--- config.mk ---
export PLATFORM = sky130hd
export DESIGN_NAME = intr_ctrl_prio
export DESIGN_NICKNAME = d
export VERILOG_FILES = /design/src/rtl/intr_ctrl_prio.sv
export SDC_FILE = /design/constraint.sdc
export NUM_CORES = 1
export LEC_CHECK = 0
export CAP_MARGIN = 10
export CELL_PAD_IN_SITES_DETAIL_PLACEMENT = 1
export CELL_PAD_IN_SITES_GLOBAL_PLACEMENT = 2
export CORE_MARGIN = 4
export CORE_UTILIZATION = 30
export CTS_BUF_LIST = sky130_fd_sc_hd__clkbuf_8 sky130_fd_sc_hd__clkbuf_16
export DETAILED_ROUTE_END_ITERATION = 8
export MAX_ROUTING_LAYER = met4
export PLACE_DENSITY = 0.78
export RECOVER_POWER = 50
export SYNTH_ARGS = -nofsm -noshare
export SYNTH_HDL_FRONTEND = slang
export SYNTH_SLANG_ARGS = --single-unit
--- constraint.sdc ---
create_clock -name I_clk -period 1.82 [get_ports I_clk]
set_clock_uncertainty 0.1 [all_clocks]
set_input_delay 0.364 -clock I_clk [delete_from_list [all_inputs] [get_ports I_clk]]
set_output_delay 0.364 -clock I_clk [all_outputs]
set_load 0.005 [all_outputs]
--- src/rtl/intr_ctrl_prio.sv ---
// Prioritised interrupt controller: per-channel edge/level latching, enable mask,
// lowest-index-wins vector presented to the CPU and held until acknowledged.
module intr_ctrl_prio #(
    parameter int                NUM_CH     = 8,
    parameter logic [NUM_CH-1:0] EN_RESET   = {NUM_CH{1'b1}},
    parameter logic [NUM_CH-1:0] MODE_RESET = {NUM_CH{1'b1}},
    localparam int               VEC_W      = $clog2(NUM_CH)
) (
    input  logic              I_clk,
    input  logic              I_rst_n,
    input  logic [NUM_CH-1:0] I_intr_rq,
    input  logic              I_intr_ack,
    input  logic              I_we,
    input  logic [1:0]        I_addr,
    input  logic [NUM_CH-1:0] I_wdata,
    output logic              O_intr,
    output logic [VEC_W-1:0]  O_intr_vector,
    output logic [NUM_CH-1:0] O_pending,
    output logic [NUM_CH-1:0] O_enable,
    output logic              O_dbg_state
);

    typedef enum logic [0:0] {
        ST_IDLE = 1'b0,
        ST_WAIT = 1'b1
    } state_t;

    localparam logic [NUM_CH-1:0] ONE_HOT0 = {{(NUM_CH-1){1'b0}}, 1'b1};

    state_t              r_state;
    logic                r_intr;
    logic [VEC_W-1:0]    r_vector;
    logic [NUM_CH-1:0]   r_pending;
    logic [NUM_CH-1:0]   r_prev_rq;
    logic [NUM_CH-1:0]   r_enable;
    logic [NUM_CH-1:0]   r_mode;

    logic [NUM_CH-1:0]   w_hw_set;
    logic [NUM_CH-1:0]   w_set;
    logic [NUM_CH-1:0]   w_clr;
    logic [NUM_CH-1:0]   w_req;
    logic [VEC_W-1:0]    w_sel;
    logic                w_ack;

    // Handshake: O_intr/O_intr_vector stay stable from grant until I_intr_ack is
    // sampled high in WAIT; an ack seen in IDLE is a no-op.
    always_comb begin
        w_ack    = (r_state == ST_WAIT) && I_intr_ack;
        w_hw_set = (I_intr_rq & ~r_prev_rq & r_mode) | (I_intr_rq & ~r_mode);
        w_set    = w_hw_set | ((I_we && I_addr == 2'd3) ? I_wdata : '0);
        w_clr    = ((I_we && I_addr == 2'd2) ? I_wdata : '0)
                 | (w_ack ? (ONE_HOT0 << r_vector) : '0);
        w_req    = r_pending & r_enable;
        w_sel    = '0;
        for (int i = NUM_CH - 1; i >= 0; i--) begin
            if (w_req[i]) begin
                w_sel = VEC_W'(i);
            end
        end
    end

    // Set is OR'd in after the clear so a coincident event is never lost.
    always_ff @(posedge I_clk or negedge I_rst_n) begin
        if (!I_rst_n) begin
            r_pending <= '0;
            r_prev_rq <= '0;
            r_enable  <= EN_RESET;
            r_mode    <= MODE_RESET;
        end else begin
            r_prev_rq <= I_intr_rq;
            r_pending <= (r_pending & ~w_clr) | w_set;
            if (I_we && I_addr == 2'd0) begin
                r_enable <= I_wdata;
            end
            if (I_we && I_addr == 2'd1) begin
                r_mode <= I_wdata;
            end
        end
    end

    always_ff @(posedge I_clk or negedge I_rst_n) begin
        if (!I_rst_n) begin
            r_state  <= ST_IDLE;
            r_intr   <= 1'b0;
            r_vector <= '0;
        end else begin
            case (r_state)
                ST_IDLE: begin
                    if (w_req != '0) begin
                        r_vector <= w_sel;
                        r_intr   <= 1'b1;
                        r_state  <= ST_WAIT;
                    end
                end
                ST_WAIT: begin
                    if (I_intr_ack) begin
                        r_intr  <= 1'b0;
                        r_state <= ST_IDLE;
                    end
                end
                default: begin
                    r_intr  <= 1'b0;
                    r_state <= ST_IDLE;
                end
            endcase
        end
    end

    assign O_intr        = r_intr;
    assign O_intr_vector = r_vector;
    assign O_pending     = r_pending;
    assign O_enable      = r_enable;
    assign O_dbg_state   = r_state;

endmodule

* Word level (Yosys, flattened, before mapping)
Index checks and enable logic that the tools add are counted.
** Cells by class
- Equality and inequality tests :: 5
- Shifts and indexed selects :: 1
- Mux-type cells :: 17
- Bitwise logic cells :: 13
- Reduce and logical (&&, ||, !) cells :: 9
** Operators by type and width (count)
- 8-bit bitwise AND :: 5
- 8-bit bitwise OR :: 4
- 3-bit 2-to-1 mux :: 8
- 8-bit 2-to-1 mux :: 3
- 8-bit inverter :: 3
- 8-bit nonzero test :: 1
- 1-bit by 3-bit << shifter with 8-bit output, first input constant :: 1
- 1-bit logical AND :: 5
- 2-bit == test, second input constant :: 2
- 1-bit 2-to-1 mux :: 4
- 2-bit inequality test, second input constant :: 2
- 1-bit one-hot mux with 2 select lines :: 2
- 2-bit AND reduction :: 2
- 2-bit by 1-bit == test with 1-bit output, second input constant :: 1
- 2-bit zero test :: 1
- 1-bit inverter :: 1
** Storage, ports and cells
- Bits in registers :: 37
- Logic and storage cells :: 52

* Longest topological paths before layout
- Word-level depth :: 9
- Gate-level depth with buffers :: 4
- Mapped depth without buffers :: 4

* Worst setup path before layout
No wires, ideal clock.
- Path kind :: flip-flop to flip-flop
- From :: register r_pending[0] (netlist: O_pending[0])
- To :: register r_vector[0] (netlist: O_intr_vector[0])
- Arrival time :: 1.440 ns
- Data required time :: 1.595 ns
- Slack :: 0.155 ns
- Cell stages (with the launch flop) :: 5
- Path buffers :: 0
- Clock period less this slack :: 1.665 ns
- Cells stage by stage :: dfrtp_1 > and2_4 > a21o_4 > o41ai_4 > mux2_4
** On the way
- Cells in the longest elaborated chain, start to end :: 3
- Elaborated cells on any way between the ends :: 4
- Classes of those cells :: mux: 1; bitwise: 1; reduce/logical: 2
** Ends and longest elaborated chain
- from (decl) :: RTL line 33 : logic [NUM_CH-1:0] r_pending;
- from (signal assigned) :: RTL line 71 : r_pending <= (r_pending & ~w_clr) | w_set;
- 8-bit bitwise AND * :: RTL line 53 : w_req = r_pending & r_enable;
- 8-bit nonzero test :: RTL line 89 : if (w_req != '0) begin
- 2-bit AND reduction (no source line)
- to (signal assigned) :: RTL line 90 : r_vector <= w_sel;
- to (decl) :: RTL line 32 : logic [VEC_W-1:0] r_vector;
Mark *: on every way between the ends. The rest lies on a longest branch, timed or not.
A chain may end at the register's enable or synchronous reset.

* Worst setup path in the final report
- From :: register r_enable[2] (netlist: O_enable[2])
- To :: register r_vector[0] (netlist: O_intr_vector[0])
** On the way
- Cells in the longest elaborated chain, start to end :: 4
- Elaborated cells on any way between the ends :: 6
- Classes of those cells :: mux: 3; bitwise: 1; reduce/logical: 2
** Ends and longest elaborated chain
- from (decl) :: RTL line 35 : logic [NUM_CH-1:0] r_enable;
- from (signal assigned) :: RTL line 73 : r_enable <= I_wdata;
- 8-bit bitwise AND * :: RTL line 53
- 3-bit 2-to-1 mux (3 in a row) :: RTL line 56 : if (w_req[i]) begin
Marks and branches as above.

==> results.md <==
- The flow ran to the end, and the final reports show no timing, DRC or antenna violations.
- The count of H-tree levels built during CTS is 2.
- During placement, the flow inserted port buffers numbering 42.
- For this block, the via count after detailed routing is 1273.
- The worst reg-to-reg setup slack is 0.07 ns.
- After detailed routing, the wire length on met1 is 1.852 mm.
- The clock tree root driver cell is sky130_fd_sc_hd__clkbuf_8.
- The met2 wire length is 2.352 mm.
- The register bit count reported by yosys is 37.
- The total area inside the core boundary comes to 5107 sq um.
- The initial utilization of the core area, before any placement, comes to 0.3111.
- The post-detailed-route count of antenna-violating nets is 0.
- The minimum clock period is 1.747 ns.
- Hold is met by 0.4304 ns.
- The sum of routed wire length over all layers is 4.403 mm.
- The sink count of the clock tree is 37.
- The maximum VDD drop is 0.4322 mV.
- The latest clock arrival within the worst-skew pair is 0.29 ns.
- The routed design uses 143 um of met3 wire.
- Routed signal wires occupy layers up through met4.
- The CTS clock-pin slew for the worst setup and hold paths is 0.08 ns.
- The relative slew slack is 0.4158.
- At the end of routability-driven placement, the weighted congestion stood at 0.7721.
- The critical path endpoint category is a flip-flop.
- The number of global-route vias before repair is 1469.
- 0 antenna diodes ended up in the layout.
- The floorplan step set the die height to 80.78 um.
- The first-iteration detailed-routing DRC count is 76.
- For this run, design rule violations remaining after detail routing come to 0.
- The remaining global-route overflow is 0.
- In the global route stage, overall resource usage came out at 0.1568.
- Data on the critical path is required at its endpoint by 1.90 ns.
- The post-placement worst setup slack is -0.07367 ns.
- For this run, the top clock speed supported by timing is 0.5725 GHz.
- In this run, post-CTS hold repair placed 0 buffers.
- The cell count after synthesis came out at 122.
- The post-synth net total is 144.
- The first TritonRoute pass finished after 4 iterations.
- The most common cell after layout, fill and taps aside is sky130_fd_sc_hd__clkdlybuf4s50_1.
- Dividing total power by cell area gives a power density of 1234 nW/um^2.
- Setup repair after global routing left no endpoint under its margin.
- Of the synthesized area, sequential elements account for 0.5953.
- The number of clock buffers inserted by TritonCTS is 5.
- The final-stage net count is 205.
- The number of max-cap violations is 0.
- The synthesized netlist contains 28 unique library cells.
- 43 I/O pins were placed.
- After synthesis, the mean cell area works out to 13.02 sq um.
- The area growth from synthesis to layout is 46.30%.
- The classification of the worst-slack hold path is reg2reg.
- The final hold violation count is 0.
- After layout, the worst setup slack is 0.07332 ns.
- The first global-routing pass estimated 7.396 mm of wire.
- The placed wire-length estimate is 3.148 mm.
- The initial antenna violation count is 0.
- The final number of max-transition violations is 0.
- The detailed-route wire length per cell is 17.33 um.
- In the layout the commonest cells are 25 x sky130_fd_sc_hd__clkdlybuf4s50_1, 18 x sky130_fd_sc_hd__dfrtp_1, 16 x sky130_fd_sc_hd__mux2_2.
- In the finished design, the share of the clock period the worst path needs comes to 0.9597.
- The cell area that synthesis handed to floorplanning was 1589 sq um.
- Of all nets on the critical path, the largest fanout is 4.
- The ratio of cells with drive above 1 in the final layout is 0.3370.
- The routed via count divided by cell count is 5.012.
- The number of setup violations in the final report is 0.
- In this run the static leakage power is 0.9849 nW.
- The arrival time at the worst endpoint is 1.82 ns.
- STA classifies the critical path startpoint as a flip-flop.
- The maximum buffer depth of the clock tree is 2.
- The count of fill cells added during filler insertion is 566.
- The width of the chip is 80.78 um.
- The CTS tree is yes.
- Entering global routing, the biggest net connects 38 pins.
- The area of the die is 6525 sq um.
- The transition time of the tightest slew-check pin is 0.8763 ns.
- The initialized floorplan defines 26 standard-cell rows.
- The start-to-end type of the worst setup path is reg2reg.
- The Yosys step of the flow raised 0 warnings.
layout make-up:
class / instances / area, sq um / area share
clock inverters: 3 / 46.29 / 0.01991
multi-input cells: 81 / 628.1 / 0.2702
flip-flops and latches: 37 / 949.7 / 0.4085
well taps: 70 / 87.58 / 0.03767
inverters: 3 / 11.26 / 0.004844
clock buffers: 5 / 68.82 / 0.02960
repair buffers: 55 / 533.0 / 0.2293
power by group:
group / leakage [nW] / switching [W] / internal, W / total, W
combinational: 0.538 / 0.000380 / 0.000559 / 0.000939
clock: 0.0543 / 0.000306 / 0.000410 / 0.000716
sequential: 0.392 / 0.000168 / 0.00105 / 0.00121
routing by layer:
layer  GRT usage  vias up
li1            -      583
met1      0.1805      657
met2      0.2641       28
met3     0.03548        5
met4     0.06588        0
met5           -        -
synth_stat cells (all sizes together):
cell | count | area (sq um)
a32oi | 2 | 17.52
a22oi | 1 | 7.510
a21oi | 9 | 45.04
nand3 | 1 | 5.000
and3 | 1 | 6.260
a21o | 1 | 15.01
a221o | 9 | 91.34
o41ai | 1 | 27.53
nand2 | 12 | 45.04
o21a | 1 | 7.510
nor3b | 1 | 12.51
dfrtp | 21 | 525.5
nand3b | 2 | 15.01
o22a | 1 | 8.760
inv | 3 | 11.26
nor2 | 5 | 18.77
mux2 | 17 | 195.2
o22ai | 1 | 6.260
o21ai | 8 | 40.04
and2 | 1 | 8.760
dfstp | 16 | 420.4
clkbuf | 1 | 3.750
o31ai | 2 | 15.01
a22o | 3 | 27.53
nand2b | 2 | 12.51
worst max-delay path, stage by stage, from the launching register on:
cell	delay [ns]
sky130_fd_sc_hd__dfstp_2	0.37
sky130_fd_sc_hd__buf_4	0.14
sky130_fd_sc_hd__a22o_1	0.27
sky130_fd_sc_hd__o41ai_4	0.42
sky130_fd_sc_hd__mux2_4	0.33
state kept, by name (all words and copies together) (netlist names):
| name | count |
|---|---|
| O_intr_vector | 3 |
| r_mode | 8 |
| O_pending | 8 |
| O_enable | 8 |
| O_intr | 1 |
| r_prev_rq | 8 |
| O_dbg_state | 1 |
worst paths after layout:
path / depth (start not counted) / to / startpoint
worst max-delay path: 4 / O_intr_vector[0]$_DFFE_PN0P_ / O_enable[2]$_DFFE_PN1P_
worst min-delay path: 2 / O_intr$_DFFE_PN0P_ / O_intr$_DFFE_PN0P_
worst max register to register: 4 / O_intr_vector[0]$_DFFE_PN0P_ / O_enable[2]$_DFFE_PN1P_
worst min register to register: 2 / O_intr$_DFFE_PN0P_ / O_intr$_DFFE_PN0P_
max in group asynchronous: 2 / O_intr_vector[1]$_DFFE_PN0P_ / I_rst_n
min in group asynchronous: 2 / r_prev_rq[0]$_DFF_PN0_ / I_rst_n
logic make-up (layout without fill, tap and decap cells):
kind of cell,after synthesis,count (layout),synth area share
AOI/OAI and AO/OA,39,39,0.1945
DFF,37,37,0.5953
and+or+nand+nor,25,25,0.07795
muxes,17,17,0.1228
buffers and inverters,4,66,0.009446
metrics by stage:
step / setup TNS, ns / cells / utilization / area (sq um) / total power (W)
after floorplan: 0 / 122 / - / 1589 / 0.001639
after global placement: -0.1392 / 239 / 0.4211 / 2151 / 0.002105
after detailed placement: -0.2242 / 239 / 0.4211 / 2151 / 0.002138
after CTS: 0 / 254 / 0.4539 / 2318 / 0.002916
after global routing: 0 / 254 / 0.4552 / 2325 / 0.003059
final: 0 / 254 / 0.4552 / 2325 / 0.002869
repair_timing:
| item | 4_1_cts | 5_1_grt |
|---|---|---|
| gates cloned | 0 | 0 |
| setup buffers | 7 | 0 |
| endpoints found under the setup margin | 7 | 11 |
| pin swaps | 0 | 0 |
| gates resized for setup | 0 | 11 |
(Power assumes the default switching activity.)
